[src/rtl/compositor_pkg.sv]
// Shared types and colour tables for the sprite layer compositor.
package compositor_pkg;

  typedef enum logic [1:0] {
    IDLE     = 2'd0,
    FADE_OUT = 2'd1,
    BLACK    = 2'd2,
    FADE_IN  = 2'd3
  } fade_state_t;

  localparam logic [23:0] DEFAULT_COLOR = 24'h010101;
  localparam int MAIN_ENTRIES  = 17;
  localparam int CYCLE_ENTRIES = 9;

  localparam logic [23:0] MAIN_PALETTE [MAIN_ENTRIES] = '{
    24'h010101, 24'h000000, 24'hF8F8F8, 24'hF0D0B0,
    24'hD03800, 24'hFFA044, 24'h3CBCFC, 24'h5888B8,
    24'h00A800, 24'hB8F818, 24'h7C7C7C, 24'hBCBCBC,
    24'h881400, 24'hE45C10, 24'h0000BC, 24'h6844FC,
    24'h00FF00
  };

  // Entry k holds cycle index k+1.
  localparam logic [23:0] CYCLE_PALETTE [CYCLE_ENTRIES] = '{
    24'hFFFFFF, 24'hD8B000, 24'hF8F000, 24'hE9C22D, 24'hF2EDB1,
    24'h1F97D6, 24'h6B91AF, 24'h05518B, 24'hE6E3E3
  };

endpackage

[src/rtl/compositor_palette.sv]
// Combinational colour lookup for the winning index, main or cycle palette.
module compositor_palette
  import compositor_pkg::*;
#(
  parameter int INDEX_W = 5
) (
  input  logic [INDEX_W-1:0] index_i,
  input  logic               use_cycle_i,
  output logic [23:0]        color_o
);

  logic [31:0] idx32_s;
  logic [3:0]  cyc_pos_s;
  logic        main_hit_s;
  logic        cyc_hit_s;

  assign idx32_s    = 32'(index_i);
  assign main_hit_s = (idx32_s < 32'(MAIN_ENTRIES));
  assign cyc_hit_s  = (idx32_s >= 32'd1) && (idx32_s <= 32'(CYCLE_ENTRIES));
  assign cyc_pos_s  = idx32_s[3:0] - 4'd1;

  always_comb begin
    if (use_cycle_i) begin
      if (cyc_hit_s) color_o = CYCLE_PALETTE[cyc_pos_s];
      else           color_o = DEFAULT_COLOR;
    end else begin
      if (main_hit_s) color_o = MAIN_PALETTE[idx32_s[4:0]];
      else            color_o = DEFAULT_COLOR;
    end
  end

endmodule

[src/rtl/sprite_layer_compositor.sv]
// Three-stage sprite compositor: priority select, palette lookup, fade and blank.
module sprite_layer_compositor
  import compositor_pkg::*;
#(
  parameter int NUM_LAYERS   = 8,
  parameter int INDEX_W      = 5,
  parameter int CYCLE_LEN    = 9,
  parameter int BLINK_PERIOD = 8,
  parameter int FADE_STEPS   = 8
) (
  input  logic                           Clk,
  input  logic                           Reset,
  input  logic                           frame_tick,
  input  logic                           VGA_BLANK_N,
  input  logic [NUM_LAYERS-1:0]          layer_valid,
  input  logic [NUM_LAYERS*INDEX_W-1:0]  layer_index,
  input  logic [23:0]                    bkg_color,
  input  logic [NUM_LAYERS-1:0]          cycle_mask,
  input  logic [NUM_LAYERS-1:0]          blink_mask,
  input  logic                           fade_start,
  input  logic                           fade_dir,
  output logic                           fade_done,
  output logic [$clog2(FADE_STEPS):0]    fade_level,
  output logic [7:0]                     VGA_R,
  output logic [7:0]                     VGA_G,
  output logic [7:0]                     VGA_B
);

  localparam int LOG2_STEPS = $clog2(FADE_STEPS);
  localparam int LVL_W      = LOG2_STEPS + 1;
  localparam int CNT_W      = (CYCLE_LEN > 1) ? $clog2(CYCLE_LEN) : 1;
  localparam int BLK_W      = (BLINK_PERIOD > 1) ? $clog2(BLINK_PERIOD) : 1;
  localparam int SUM_W      = 6;

  logic [CNT_W-1:0]      cyc_cnt_q, cyc_cnt_d;
  logic [BLK_W-1:0]      blink_cnt_q, blink_cnt_d;
  logic                  blink_phase_q, blink_phase_d;

  fade_state_t           fade_state_q;
  logic [LVL_W-1:0]      fade_level_q;
  logic                  fade_done_q;

  logic [NUM_LAYERS-1:0] layer_opaque_s;
  logic [INDEX_W-1:0]    win_idx_s;
  logic                  win_cyc_s;
  logic                  in_range_s;
  logic [SUM_W-1:0]      sum_s;

  logic [INDEX_W-1:0]    s1_idx_q, s1_idx_d;
  logic                  s1_cyc_q, s1_cyc_d;
  logic                  s1_opaque_q, s1_opaque_d;
  logic [23:0]           s1_bkg_q;
  logic                  s1_blank_n_q;

  logic [23:0]           pal_color_s;
  logic [23:0]           s2_color_q, s2_color_d;
  logic                  s2_blank_n_q;

  logic [LVL_W-1:0]      scale_s;
  logic [23:0]           rgb_q, rgb_d;

  function automatic logic [7:0] attenuate(input logic [7:0] c, input logic [LVL_W-1:0] scale);
    logic [8+LVL_W-1:0] prod;
    prod = (8+LVL_W)'(c) * (8+LVL_W)'(scale);
    return prod[LOG2_STEPS +: 8];
  endfunction

  always_comb begin
    cyc_cnt_d     = cyc_cnt_q;
    blink_cnt_d   = blink_cnt_q;
    blink_phase_d = blink_phase_q;
    if (frame_tick) begin
      if (cyc_cnt_q == CNT_W'(CYCLE_LEN-1)) cyc_cnt_d = '0;
      else                                  cyc_cnt_d = cyc_cnt_q + CNT_W'(1);
      if (blink_cnt_q == BLK_W'(BLINK_PERIOD-1)) begin
        blink_cnt_d   = '0;
        blink_phase_d = ~blink_phase_q;
      end else begin
        blink_cnt_d   = blink_cnt_q + BLK_W'(1);
      end
    end else begin
      cyc_cnt_d     = cyc_cnt_q;
    end
  end

  always_ff @(posedge Clk) begin
    if (Reset) begin
      cyc_cnt_q     <= '0;
      blink_cnt_q   <= '0;
      blink_phase_q <= 1'b1;
    end else begin
      cyc_cnt_q     <= cyc_cnt_d;
      blink_cnt_q   <= blink_cnt_d;
      blink_phase_q <= blink_phase_d;
    end
  end

  // Priority select: the lowest-numbered opaque layer claims the pixel.
  always_comb begin
    layer_opaque_s = '0;
    s1_opaque_d    = 1'b0;
    win_idx_s      = '0;
    win_cyc_s      = 1'b0;
    for (int l = 0; l < NUM_LAYERS; l++) begin
      layer_opaque_s[l] = layer_valid[l] && (layer_index[l*INDEX_W +: INDEX_W] != '0)
                          && !(blink_mask[l] && !blink_phase_q);
    end
    for (int l = 0; l < NUM_LAYERS; l++) begin
      if (!s1_opaque_d && layer_opaque_s[l]) begin
        s1_opaque_d = 1'b1;
        win_idx_s   = layer_index[l*INDEX_W +: INDEX_W];
        win_cyc_s   = cycle_mask[l];
      end
    end
  end

  // Cycled index is resolved here so a pixel sees the count current at its S1 cycle.
  always_comb begin
    in_range_s = (win_idx_s != '0) && (32'(win_idx_s) <= 32'(CYCLE_LEN));
    s1_cyc_d   = s1_opaque_d && win_cyc_s && in_range_s;
    sum_s      = SUM_W'(win_idx_s) - SUM_W'(1) + SUM_W'(cyc_cnt_q);
    if (sum_s >= SUM_W'(CYCLE_LEN)) sum_s = sum_s - SUM_W'(CYCLE_LEN);
    else                            sum_s = sum_s;
    if (s1_cyc_d) s1_idx_d = INDEX_W'(sum_s + SUM_W'(1));
    else          s1_idx_d = win_idx_s;
  end

  compositor_palette #(.INDEX_W(INDEX_W)) u_palette (
    .index_i     (s1_idx_q),
    .use_cycle_i (s1_cyc_q),
    .color_o     (pal_color_s)
  );

  always_comb begin
    if (s1_opaque_q) s2_color_d = pal_color_s;
    else             s2_color_d = s1_bkg_q;
    scale_s = LVL_W'(FADE_STEPS) - fade_level_q;
    if (s2_blank_n_q) rgb_d = {attenuate(s2_color_q[23:16], scale_s),
                               attenuate(s2_color_q[15:8],  scale_s),
                               attenuate(s2_color_q[7:0],   scale_s)};
    else              rgb_d = 24'h000000;
  end

  always_ff @(posedge Clk) begin
    if (Reset) begin
      s1_idx_q     <= '0;
      s1_cyc_q     <= 1'b0;
      s1_opaque_q  <= 1'b0;
      s1_bkg_q     <= 24'h000000;
      s1_blank_n_q <= 1'b0;
      s2_color_q   <= 24'h000000;
      s2_blank_n_q <= 1'b0;
      rgb_q        <= 24'h000000;
    end else begin
      s1_idx_q     <= s1_idx_d;
      s1_cyc_q     <= s1_cyc_d;
      s1_opaque_q  <= s1_opaque_d;
      s1_bkg_q     <= bkg_color;
      s1_blank_n_q <= VGA_BLANK_N;
      s2_color_q   <= s2_color_d;
      s2_blank_n_q <= s1_blank_n_q;
      rgb_q        <= rgb_d;
    end
  end

  // Fade sequencer; a start request that cannot move the state just acknowledges.
  always_ff @(posedge Clk) begin
    if (Reset) begin
      fade_state_q <= IDLE;
      fade_level_q <= '0;
      fade_done_q  <= 1'b0;
    end else begin
      fade_done_q <= 1'b0;
      case (fade_state_q)
        IDLE: begin
          if (fade_start) begin
            if (!fade_dir) fade_state_q <= FADE_OUT;
            else           fade_done_q  <= 1'b1;
          end
        end
        FADE_OUT: begin
          if (frame_tick) begin
            fade_level_q <= fade_level_q + LVL_W'(1);
            if (fade_level_q == LVL_W'(FADE_STEPS-1)) begin
              fade_state_q <= BLACK;
              fade_done_q  <= 1'b1;
            end
          end
        end
        BLACK: begin
          if (fade_start) begin
            if (fade_dir) fade_state_q <= FADE_IN;
            else          fade_done_q  <= 1'b1;
          end
        end
        FADE_IN: begin
          if (frame_tick) begin
            fade_level_q <= fade_level_q - LVL_W'(1);
            if (fade_level_q == LVL_W'(1)) begin
              fade_state_q <= IDLE;
              fade_done_q  <= 1'b1;
            end
          end
        end
        default: begin
          fade_state_q <= IDLE;
          fade_level_q <= '0;
        end
      endcase
    end
  end

  assign fade_done  = fade_done_q;
  assign fade_level = fade_level_q;
  assign VGA_R      = rgb_q[23:16];
  assign VGA_G      = rgb_q[15:8];
  assign VGA_B      = rgb_q[7:0];

endmodule

[config.mk]
export PLATFORM = sky130hd
export DESIGN_NAME = sprite_layer_compositor
export DESIGN_NICKNAME = d
export VERILOG_FILES = /design/src/rtl/compositor_pkg.sv /design/src/rtl/compositor_palette.sv /design/src/rtl/sprite_layer_compositor.sv
export SDC_FILE = /design/constraint.sdc
export NUM_CORES = 1
export LEC_CHECK = 0
export CORE_MARGIN = 2
export CORE_UTILIZATION = 57
export CTS_BUF_LIST = sky130_fd_sc_hd__clkbuf_4 sky130_fd_sc_hd__clkbuf_8
export DETAILED_ROUTE_END_ITERATION = 6
export MAX_ROUTING_LAYER = met4
export PLACE_DENSITY = 0.86
export SYNTH_ARGS = -nofsm -noshare
export SYNTH_HDL_FRONTEND = slang
export SYNTH_SLANG_ARGS = --single-unit
[constraint.sdc]
create_clock -name Clk -period 6.4 [get_ports Clk]
set_clock_uncertainty 0.1 [all_clocks]
set_input_delay 0.64 -clock Clk [delete_from_list [all_inputs] [get_ports Clk]]
set_output_delay 0.64 -clock Clk [all_outputs]
set_load 0.02 [all_outputs]
; Word-level counts from Yosys, hierarchy flattened
; Memories as Yosys holds them, arrays and structs flattened.
; Index checks and enable logic that the tools add are counted.
[totals]
register_bits = 96
latchBits = 0
ram_bits = 0
romBits = 1152
input_bits = 94
word_cells = 178
mem_count = 2
[op_classes]
add_sub_neg = 10
mul = 3
div_mod_pow = 0
order_cmp = 7
eq_ne = 15
shifts = 0
n_mux = 57
n_bitwise = 4
n_reduce_logical = 66
[memory_table]
columns = memory, words, word_bits, rd, rd_clocked_by_memory_dff, wr, line
row1 = (no name shown), 32, 24, 1, 0, 0, compositor_palette.sv:27  ; if (main_hit_s) color_o = MAIN_PALETTE[idx32_s[4:0]];
row2 = (no name shown), 16, 24, 1, 0, 0, compositor_palette.sv:24  ; if (cyc_hit_s) color_o = CYCLE_PALETTE[cyc_pos_s];
[op_table]
columns = cell, n
row1 = $mux W24, 8
row2 = $mux W5, 10
row3 = $reduce_bool A5 Y1, 9
row4 = $logic_and A1 B1 Y1, 35
row5 = $mul A8 B4 Y11, 3
row6 = $mux W1, 24
row7 = $logic_not A1 Y1, 16
row8 = $mux W2, 8
row9 = $ne A2 B2 Y1 const B, 8
row10 = $mux W4, 3
row11 = $le A5 B4 Y1 const B, 2
row12 = $add A4 B1 Y4 const B, 2
row13 = $pmux W2 S4, 1
row14 = $pmux W4 S2, 1
row15 = $reduce_and A8 Y1, 1
row16 = $sub A4 B1 Y4 const B, 2
row17 = $add A6 B4 Y6, 1
row18 = $ge A6 B4 Y1 const B, 1
row19 = $ge A6 B6 Y1 const B, 1
row20 = $not A5 Y6, 1
row21 = $sub A5 B1 Y6 const B, 1
row22 = $add A5 B1 Y5 const B, 1
row23 = $ge A5 B1 Y1 const B, 1
row24 = $ge A5 B5 Y1 const B, 1
row25 = other kinds (19), 21

; Longest topological paths before layout
; Gate-level depths: netlist (run 1).
[depth]
word_depth = 32
mapped_depth = 30
depth_no_buf = 27

; Cells and area by module
; From an unflattened synthesis (run 1), not the netlist that was laid out.
[hier_totals]
hier_cells = 983
hier_area_um2 = 8205.4
[by_module_without_submodules]
columns = mod, n_inst, cells_per_inst, area_each_um2
row1 = sprite_layer_compositor, 1, 793, 6909.1
row2 = compositor_palette, 1, 190, 1296.2

; Worst setup path before layout (run 1)
; OpenSTA, ideal clock, no wires.
[synth_path]
path_kind = in2reg
start = input port layer_index[11]
end = register s1_idx_q[4]
setup_ns = 0.070
arrival_ns = 5.817
required_time_ns = 6.230
path_slack_ns = 0.413
cell_stages = 28
n_path_buf = 2
path_cell_list = or4_1 o221ai_2 nand3_4 or4_1 a32oi_1 a21oi_1 ha_1 inv_1 ha_1 inv_1 fa_1 clkbuf_1 and3b_1 o32a_1 nand3_1 nor2b_1 nand3_1 o221ai_1 or2_1 buf_6 mux2_2 ha_1 nor3b_1 o21ai_0 nand2_1 nor3_1 a41o_1 o2bb2ai_1
[synth_between]
elab_chain_cells = 26
[synth_rtl]
columns = element, line
row1 = start: declaration, sprite_layer_compositor.sv:16  ; input logic [NUM_LAYERS*INDEX_W-1:0] layer_index,
row2 = $reduce_bool A5 Y1, sprite_layer_compositor.sv:105  ; layer_opaque_s[l] = layer_valid[l] && (layer_index[l*INDEX_W +: INDEX_W] != '0)
row3 = $logic_and A1 B1 Y1, sprite_layer_compositor.sv:105
row4 = $logic_and A1 B1 Y1, sprite_layer_compositor.sv:106  ; && !(blink_mask[l] && !blink_phase_q);
row5 = $logic_and A1 B1 Y1, sprite_layer_compositor.sv:109  ; if (!s1_opaque_d && layer_opaque_s[l]) begin
row6 = $mux W1, sprite_layer_compositor.sv:109
row7 = $logic_not A1 Y1, sprite_layer_compositor.sv:109
row8 = $logic_and A1 B1 Y1, sprite_layer_compositor.sv:109
row9 = $mux W1, sprite_layer_compositor.sv:109
row10 = [... 10 more ...], n/a
row11 = $logic_and A1 B1 Y1, sprite_layer_compositor.sv:109
row12 = $mux W5, sprite_layer_compositor.sv:109
row13 = $sub A5 B1 Y6, sprite_layer_compositor.sv:121  ; sum_s = SUM_W'(win_idx_s) - SUM_W'(1) + SUM_W'(cyc_cnt_q);
row14 = $add A6 B4 Y6, sprite_layer_compositor.sv:121
row15 = $sub A5 B4 Y5 or $ge A6 B4 Y1 (tied branches), sprite_layer_compositor.sv:122  ; if (sum_s >= SUM_W'(CYCLE_LEN)) sum_s = sum_s - SUM_W'(CYCLE_LEN);
row16 = $mux W5, sprite_layer_compositor.sv:122
row17 = $add A5 B1 Y5, sprite_layer_compositor.sv:124  ; if (s1_cyc_d) s1_idx_d = INDEX_W'(sum_s + SUM_W'(1));
row18 = $mux W5 *, sprite_layer_compositor.sv:124
row19 = end signal: assignment, sprite_layer_compositor.sv:155  ; s1_idx_q <= s1_idx_d;
row20 = end: declaration, sprite_layer_compositor.sv:49  ; logic [INDEX_W-1:0] s1_idx_q, s1_idx_d;
; Every way passes the cells marked *; elsewhere a longest branch is shown, timed or not.
; A chain may end at the register's enable or synchronous reset.

; Final worst setup path (run 1)
[layout_path]
start = input port layer_index[1]
end = register s1_idx_q[4]
[layout_between]
elab_chain_cells = 31
[layout_rtl]
columns = element, line
row1 = $reduce_bool A5 Y1, sprite_layer_compositor.sv:105
row2 = $logic_and A1 B1 Y1, sprite_layer_compositor.sv:105
row3 = $logic_and A1 B1 Y1, sprite_layer_compositor.sv:106
row4 = $mux W1, sprite_layer_compositor.sv:109
row5 = $logic_not A1 Y1, sprite_layer_compositor.sv:109
row6 = $logic_and A1 B1 Y1, sprite_layer_compositor.sv:109
row7 = $mux W1, sprite_layer_compositor.sv:109
row8 = $logic_not A1 Y1, sprite_layer_compositor.sv:109
row9 = [... 15 more ...], n/a
row10 = $logic_and A1 B1 Y1, sprite_layer_compositor.sv:109
row11 = $mux W5, sprite_layer_compositor.sv:109
row12 = $sub A5 B1 Y6, sprite_layer_compositor.sv:121
row13 = $add A6 B4 Y6, sprite_layer_compositor.sv:121
row14 = $sub A5 B4 Y5 or $ge A6 B4 Y1 (tied branches), sprite_layer_compositor.sv:122
row15 = $mux W5, sprite_layer_compositor.sv:122
row16 = $add A5 B1 Y5, sprite_layer_compositor.sv:124
row17 = $mux W5 *, sprite_layer_compositor.sv:124
; Marked as above.

==> reports/results.ini, run 1 <==
[power]
power.leakage_nw=4.25
p_switching_mw=0.979
fin_total_pwr_mw=2.35
ir_worst_vdd_uv=179
cellPowerDensity_nw_per_um2=247
seqPwrFrac=0.301
combPwrFrac=0.522
netSwitchingFraction=0.417
p_clk_frac=0.177
intPower_mw=1.37

[route]
route.detailed.drc=1
ant_nets=0
wl_mm=18.9
drtIter0Drc=553
wl_per_cell_um=15.1
viasPerCell=5.84
drt_pass1_iterations=7
vias=7300

[floorplan]
rows=42
initial_utilization=0.586
top_level_ports=123
dieHeight_um=121
fp.dieW_um=121
coreArea_um2=13300
dieArea_um2=14700

[setup_path]
crit_end=s1_idx_q[4]
arrival_ps=6440
start_kind=input port
r2r_end=s1_idx_q[4]
r2r_start=blink_phase_q
path_delay_family=simple AND/OR/NAND/NOR gates
path_common_cell=ha_1
cp_max_fo=5
cp-startpoint=layer_index[1]
endpoint_kind=register
cp.required_ps=6610
critical_path_class=in -> reg
path_buf_inv=3
rrSetupSlack_ps=670
cpMaxStageDelayCell=or4_4
path_depth=27
ff2ff_path_depth=27
cpPeakStageDelay_ps=580

[logic_synthesis]
ys_seq_area_frac=0.246
synthFlopType=dfxtp_1
synth.avg_cell_area_um2=8.16
synth_cells=959
yosys_warnings=0
synth_edf_count=0
syn-num-nets=1160
syn-cell-area_um2=7830
synth_cell_types=72
synth-async-reset-ratio=0
synth_seq_cells=96

[grt]
gr-usage-all-layers=0.268
antenna_found_initial=0
grt_remaining_overflow=0
grt_pass1_vias=6831
grt_first_pass_wirelength_mm=31.1
grt_max_degree=70

[clocking]
clock-sinks=96
cts_root_buf=clkbuf_8
cts_buffer_depth=2
htreeDepth=3
cts_tree=done
clk_pin_slew_ps=100
postCtsSetupBuffers=0
clk_latency_ps=380
cts_inserted_buffers=9

[place]
dp_hpwl_mm=14.9
dpl.cell_count=1236
post-place-ws_ps=-88.3
portBuffers=122
place.gp.congestion=0.961

[sta]
min_period_over_period=0.973
worst_slack_ps=175
final_max_slew_viol_count=0
post-route-min-period_ps=6220
max_freq_ghz=0.161
slew_headroom=0.477
finalSetupViolCount=0
setup_tns_ps=0
final_hold_viol_count=0
worst_pin_slew_ps=784

[min_path]
hp-class=reg -> reg
min_path_cells=2

[layout]
fillCellCount=1061
nets=1272
final-seq-area_um2=1920
drive_above_1_share=0.0595
antenna_cells=0
syn_to_final_growth_pct=21.4
stdcell_count=1251
multi_input_area_um2=5460

[outcome]
status=complete, but fails checks
violations=DRC

[run]
cap_violations=0

-- cell type report --
type / count / share of cell area
multi-input cells: 736 / 0.574
clock buffers: 11 / 0.0159
well taps: 176 / 0.0232
repair buffers: 145 / 0.146
flip-flops and latches: 96 / 0.202
inverters: 83 / 0.0328
clock inverters: 4 / 0.00566
-- worst min path at each step --
stage / from / to / slack, ps
finish: s1_bkg_q[16] / s2_color_q[16] / 360
global route: s1_bkg_q[16] / s2_color_q[16] / 370
CTS: s1_bkg_q[16] / s2_color_q[16] / 360
detailed placement: s1_bkg_q[16] / s2_color_q[16] / 350
global placement: s1_bkg_q[16] / s2_color_q[16] / 340
floorplan: s1_blank_n_q / s2_blank_n_q / 310
-- registers in the layout (all words and copies together) (netlist names), 2 cells and up --
signal and count:
cyc_cnt_q 4, s2_color_q 24, fade_level 4, s1_bkg_q 24
blink_cnt_q 3, rgb_q 24, s1_idx_q 5, fade_state_q 2
-- routing by layer --
metal,wire [µm],up-vias,GRT usage
met5,0,-,-
met4,565,0,0.0970
met3,1060,56,0.0385
met2,9360,304,0.453
met1,7900,3427,0.328
li1,-,3513,-
-- placed cells by master, fill, tap and decap left out, drive strengths merged, types with 8 or more instances in the layout --
cell | Yosys | final
clkdlybuf4s50 | 0 | 121
nor2 | 99 | 99
dfxtp | 96 | 96
nand2 | 92 | 92
inv | 82 | 82
ha | 70 | 70
a21oi | 66 | 66
and2 | 41 | 41
nor2b | 38 | 38
fa | 37 | 37
xnor2 | 34 | 34
o21ai | 31 | 31
a21o | 25 | 25
buf | 4 | 24
nor3 | 15 | 15
nand3 | 14 | 14
a211oi | 12 | 12
o211ai | 11 | 11
clkbuf | 40 | 11
o221ai | 11 | 11
xor2 | 10 | 10
and3 | 10 | 10
mux2i | 9 | 9
nand2b | 9 | 9
or4 | 9 | 9
o21bai | 8 | 8
a31oi | 8 | 8
-- synthesized netlist by cell type (all sizes together), types with 15 or more instances --
| cell type | count | area share |
|---|---|---|
| a21o | 25 | 0.024 |
| fa | 37 | 0.095 |
| nand2 | 92 | 0.044 |
| nor2b | 38 | 0.030 |
| xnor2 | 34 | 0.038 |
| nor2 | 99 | 0.047 |
| nor3 | 15 | 0.0096 |
| ha | 70 | 0.11 |
| inv | 82 | 0.039 |
| dfxtp | 96 | 0.25 |
| o21ai | 31 | 0.020 |
| clkbuf | 40 | 0.019 |
| a21oi | 66 | 0.042 |
| and2 | 41 | 0.033 |
-- per-stage QoR --
stage                     utilization  instance area (µm²)  hold WS, ps
after floorplan                     -                 7830          314
after global placement          0.694                 9260          341
after detailed placement        0.694                 9260          352
after CTS                       0.709                 9470          359
after global routing            0.712                 9500          373
final                           0.712                 9500          358
-- repair_timing --
item,4_1_cts,5_1_grt
hold buffers,0,0
endpoints found under the hold margin,0,0
endpoints found under the setup margin,0,1
gates resized for setup,0,5
-- worst min-delay path: stages, from the launching register on --
cell	delay, ps
dfxtp_1	310
nand2b_1	60
a21oi_1	60
-- cells by family after synthesis --
family	count (synthesis)	synth area share
buffers and inverters	127	0.0620
DFF	96	0.246
AOI/OAI and AO/OA	222	0.197
and+or+nand+nor	351	0.224
adders and majority gates	107	0.207
muxes	12	0.0158
xor gates and xnor gates	44	0.0492
-- power by group through the flow --
stage | sequential [mW] | combinational (mW) | clock (mW)
after CTS | 0.706 | 1.21 | 0.418
after detailed placement | 0.719 | 1.20 | 0
after floorplan | 0.704 | 0.893 | 0
final | 0.707 | 1.22 | 0.416
after global routing | 0.715 | 1.36 | 0.438
after global placement | 0.719 | 1.16 | 0
No activity file was read; power rests on OpenSTA's default activity.
==> run 2: changes to the inputs <==
RECOVER_POWER = 50   (was default)
clock period = 5.8 ns   (was 6.4 ns; I/O delays follow)
==> run 2 against run 1 <==
The flow finishes with violations (setup timing). First-iteration DRC count is 40% higher. Core utilization is 5.9 points higher. Clock-buffer cell count is 2 lower. Sequential cell count stayed put. Power is 21% higher. Register-to-register slack worse by 410 ps. Via count is 6.6% higher. Clock power is 29% higher. Setup slack worse by 190 ps. Cell count is 5.8% higher. Critical path depth stayed put.
==> reports/results.ini, run 2 (synthesis results as in run 1) <==
[outcome]
violations=setup timing  ; was DRC
status=complete, but fails checks  ; unchanged

[setup_path]
critical_path_class=in -> reg  ; unchanged
arrival_ps=6030  ; was 6440 ps
endpoint_kind=register  ; unchanged
start_kind=input port  ; unchanged
cp_max_fo=4  ; was 5
cp.required_ps=6020  ; was 6610 ps

[clocking]
clk_latency_ps=380  ; about the same
cts_inserted_buffers=9  ; unchanged
clk_pin_slew_ps=110  ; was 100 ps
cts_tree=done  ; unchanged
htreeDepth=3  ; unchanged
clock-sinks=96  ; unchanged
cts_root_buf=clkbuf_8  ; unchanged
cts_buffer_depth=2  ; unchanged

[sta]
slew_headroom=0.443  ; was 0.477
min_period_over_period=1.00
post-route-min-period_ps=5810
final_max_slew_viol_count=0  ; unchanged
worst_slack_ps=-11.6  ; was 175 ps
worst_pin_slew_ps=826  ; was 784 ps
max_freq_ghz=0.172
finalSetupViolCount=1  ; was 0
final_hold_viol_count=0  ; unchanged

[layout]
final_common_cell=nor2_1  ; was clkdlybuf4s50_1
drive_above_1_share=0.138  ; was 0.0595
fillCellCount=925  ; was 1,061
top_regs=rgb_q (24), s1_bkg_q (24), s2_color_q (24)  ; unchanged
multi_input_area_um2=5620  ; was 5460 µm²
syn_to_final_growth_pct=31.5  ; was 21.4%
nets=1342  ; was 1,272
final_util=0.771  ; was 0.712
final-seq-area_um2=1920  ; about the same
final_cell_mix=nor2_1 (99), dfxtp_1 (95), nand2_1 (91)  ; was clkdlybuf4s50_1 (121), nor2_1 (99), dfxtp_1 (96)

[grt]
grt_remaining_overflow=0  ; unchanged
gr-usage-all-layers=0.300  ; was 0.268
antenna_found_initial=1  ; was 0
grt_first_pass_wirelength_mm=34.5  ; was 31.1 mm
grt_pass1_vias=7333  ; was 6,831
grt_max_degree=70  ; unchanged

[place]
portBuffers=122  ; unchanged
post-place-ws_ps=-580  ; was -88.3 ps
place.gp.congestion=0.991  ; was 0.961
dp_hpwl_mm=15.7  ; was 14.9 mm

[floorplan]
initial_utilization=0.586  ; unchanged
top_level_ports=123  ; unchanged
rows=42  ; unchanged
dieArea_um2=14700  ; unchanged
fp.dieW_um=121  ; unchanged
coreArea_um2=13300  ; unchanged
dieHeight_um=121  ; unchanged

[route]
wl_mm=22.9  ; was 18.9 mm
vias=7785  ; was 7,300
ant_nets=0  ; unchanged
viasPerCell=5.88  ; was 5.84
route.detailed.drc=0  ; was 1
wl_per_cell_um=17.3  ; was 15.1 µm
drtIter0Drc=773  ; was 553
drt_pass1_iterations=5  ; was 7

[power]
fin_total_pwr_mw=2.85  ; was 2.35 mW
p_switching_mw=1.17  ; was 0.979 mW
cellPowerDensity_nw_per_um2=277  ; was 247 nW/µm²
netSwitchingFraction=0.412  ; was 0.417
power.leakage_nw=4.87  ; was 4.25 nW
ir_worst_vdd_uv=181  ; was 179 µV
seqPwrFrac=0.270  ; was 0.301
intPower_mw=1.67  ; was 1.37 mW
p_clk_frac=0.189  ; was 0.177
combPwrFrac=0.541  ; was 0.522

[min_path]
hp-class=reg -> reg  ; unchanged

[run]
cap_violations=0  ; unchanged

==> run 2: cell type report <==
cell class	instances	area share
antenna	1	0.000243
clock buffer	9	0.0120
clock inverter	7	0.0114
inverter	83	0.0303
multi-input combinational	736	0.547
sequential	96	0.187
tap	176	0.0214
timing repair buffer	215	0.191
==> run 2: repair_timing <==
item | 4_1_cts | 5_1_grt
cloned | 0 | 0
setup buffers | 18 | 7
pin swaps | 4 | 27
resized for setup | 7 | 49
setup endpoints to repair | 2 | 4
hold buffers | 0 | 0
==> run 2: through the flow <==
step | TNS, ps | hold WS (ps) | std cells | instance area, µm²
after global routing | -408 | 390 | 1323 | 10300
final | -11.6 | 357 | 1323 | 10300
after global placement | -669 | 329 | 1281 | 9630
after floorplan | 0 | 314 | 959 | 7860
after detailed placement | -1500 | 358 | 1281 | 9630
after CTS | 0 | 365 | 1315 | 10000
==> run 2: power by group through the flow <==
stage	sequential (mW)	combinational (mW)	clock, mW
detailed placement	0.781	1.40	0
finish	0.768	1.54	0.538
global placement	0.779	1.35	0
global route	0.774	1.70	0.564
CTS	0.766	1.45	0.543
floorplan	0.777	0.990	0
==> run 2: worst paths after layout <==
path	start	to	slack, ps	cells past startpoint
min	s1_bkg_q[0]	s2_color_q[0]	360	2
max reg2reg	blink_phase_q	s1_idx_q[4]	260	26
max	layer_index[22]	s1_idx_q[4]	-10	27
min reg2reg	s1_bkg_q[0]	s2_color_q[0]	360	2
==> run 2: worst max-delay path, cell delays in order <==
cell and delay [ps]:
clkdlybuf4s50_1 430, or4_4 570, o221ai_4 220, nand2_2 100, or4_4 440, a32oi_2 270
a21oi_2 70, ha_2 200, inv_1 70, ha_2 170, inv_1 60, fa_1 590
and3b_1 180, o32a_1 170, nand3_4 120, nor2b_4 140, nand3_2 70, o221ai_2 200
or2_4 180, mux2_4 320, ha_4 170, nor3b_2 140, o21ai_1 110, nand2_1 80
nor3_2 120, a41o_1 120, o2bb2ai_1 110
==> run 2: routing by layer <==
layer / vias up / track usage / routed length (µm)
met4: 0 / 0.129 / 1270
met2: 370 / 0.519 / 11400
met3: 123 / 0.0522 / 1430
met1: 3643 / 0.341 / 8770
li1: 3649 / - / -
met5: - / - / 0
==> run 3: changes to the inputs <==
RECOVER_POWER = 100   (was 50)
==> run 3 against run 2 <==
The flow now finishes without violations. First-iteration DRC count up 5.4%. Maximum frequency up 0.23%. Register-to-register slack worse by 20 ps. Sequential power about the same. Global-route usage unchanged.
==> reports/results.ini, run 3 (synthesis results as in run 1) <==
[run]
cap_violations=0  ; unchanged

[setup_path]
cpMaxStageDelayCell=fa_1  ; unchanged
start_kind=input port  ; unchanged
arrival_ps=6030  ; about the same
cp_max_fo=4  ; unchanged
critical_path_class=in -> reg  ; unchanged
cp.required_ps=6030  ; was 6020 ps
cpPeakStageDelay_ps=590  ; about the same
endpoint_kind=register  ; unchanged

[clocking]
clk_pin_slew_ps=100  ; was 110 ps
cts_root_buf=clkbuf_8  ; unchanged
clk_latency_ps=390  ; was 380 ps
clock-sinks=96  ; unchanged
ctsHoldBuffers=0  ; unchanged
cts_tree=done  ; unchanged
htreeDepth=3  ; unchanged
cts_buffer_depth=2  ; unchanged
cts_inserted_buffers=9  ; unchanged

[grt]
grt_max_degree=70  ; unchanged
gr-usage-all-layers=0.300  ; unchanged
antenna_found_initial=1  ; unchanged
grt_remaining_overflow=0  ; unchanged
grt_first_pass_wirelength_mm=34.5  ; unchanged
grt_pass1_vias=7333  ; unchanged

[layout]
final_common_cell=nor2_1  ; unchanged
postLayoutCellArea_um2=10300  ; about the same
final_cell_mix=nor2_1 (99), dfxtp_1 (95), nand2_1 (91)  ; unchanged
fillCellCount=925  ; unchanged
nets=1342  ; unchanged
syn_to_final_growth_pct=31.4  ; was 31.5%
drive_above_1_share=0.137  ; was 0.138
top_regs=rgb_q (24), s1_bkg_q (24), s2_color_q (24)  ; unchanged
final_util=0.771  ; about the same

[route]
route.detailed.drc=0  ; unchanged
ant_nets=0  ; unchanged
viasPerCell=5.92  ; was 5.88
wl_mm=23.0  ; was 22.9 mm
drtIter0Drc=815  ; was 773
wl_per_cell_um=17.4  ; was 17.3 µm
vias=7836  ; was 7,785
drt_pass1_iterations=6  ; was 5

[place]
post-place-ws_ps=-580  ; unchanged
place.gp.congestion=0.991  ; unchanged
portBuffers=122  ; unchanged
placed_cell_area_um2=9630  ; unchanged
dp_hpwl_mm=15.7  ; unchanged

[outcome]
status=complete, no violations  ; was complete, but fails checks

[power]
power.leakage_nw=4.88  ; was 4.87 nW
ir_worst_vdd_uv=181  ; about the same
cellPowerDensity_nw_per_um2=277  ; about the same
fin_total_pwr_mw=2.85  ; about the same

[floorplan]
initial_utilization=0.586  ; unchanged
top_level_ports=123  ; unchanged
dieArea_um2=14700  ; unchanged
dieHeight_um=121  ; unchanged
fp.dieW_um=121  ; unchanged
coreArea_um2=13300  ; unchanged
rows=42  ; unchanged

[min_path]
hp-class=reg -> reg  ; unchanged

[sta]
final_hold_viol_count=0  ; unchanged
max_freq_ghz=0.172  ; about the same
finalSetupViolCount=0  ; was 1
worst_pin_slew_ps=847  ; was 826 ps
post-route-min-period_ps=5800  ; was 5810 ps
slew_headroom=0.429  ; was 0.443
worst_slack_ps=1.74  ; was -11.6 ps
final_max_slew_viol_count=0  ; unchanged
worst_hold_slack_ps=359  ; was 357 ps
min_period_over_period=1.00  ; about the same

## run 3: per-layer routing
layer	GRT usage	vias up	wire length, µm
met5	-	-	0
met4	0.129	0	1380
met3	0.0522	133	1460
met2	0.519	412	11400
met1	0.341	3644	8710
li1	-	3647	-
## run 3: area by class of cell
| type | count | area (µm²) | area share |
|---|---|---|---|
| multi-input cells | 736 | 5620 | 0.547 |
| repair buffers | 215 | 1960 | 0.191 |
| flip-flops and latches | 96 | 1920 | 0.187 |
| inverters | 83 | 312 | 0.0303 |
| well taps | 176 | 220 | 0.0214 |
| clock buffers | 9 | 124 | 0.0120 |
| clock inverters | 7 | 118 | 0.0114 |
| diodes | 1 | 2.50 | 0.000243 |
## run 3: report_power, final
part	switching, mW	leakage (nW)	internal, mW
Combinational	0.870	3.97	0.670
Clock	0.254	0.124	0.287
Sequential	0.0533	0.789	0.714
Total	1.18	4.88	1.67
## run 3: worst paths after layout
path	startpoint	endpoint	slack, ps	cells past startpoint
worst max-delay path	layer_index[22]	s1_idx_q[4]	2	27
worst min-delay path	s1_bkg_q[0]	s2_color_q[0]	360	2
worst max register to register	blink_phase_q	s1_idx_q[4]	240	26
worst min register to register	s1_bkg_q[0]	s2_color_q[0]	360	2
## run 3: what timing repair did
item,CTS,global route
pin swaps,4,27
buffers inserted,18,7
cloned,0,0
resized for setup,7,49
endpoints found under the setup margin,2,4
## run 3: critical path: cells and delay by family
| kind | cells | cell delay, ps |
|---|---|---|
| AOI/OAI and AO/OA | 8 | 1270 |
| and+or+nand+nor | 11 | 2140 |
| adders and majority gates | 4 | 1140 |
| muxes | 1 | 320 |
| buffers and inverters | 3 | 550 |
## run 3: per-stage QoR
step	setup TNS, ps	cells
4_1_cts	0	1315
3_5_place_dp	-1500	1281
5_1_grt	-448	1323
3_3_place_gp	-669	1281
6_report	0	1323
2_1_floorplan	0	959
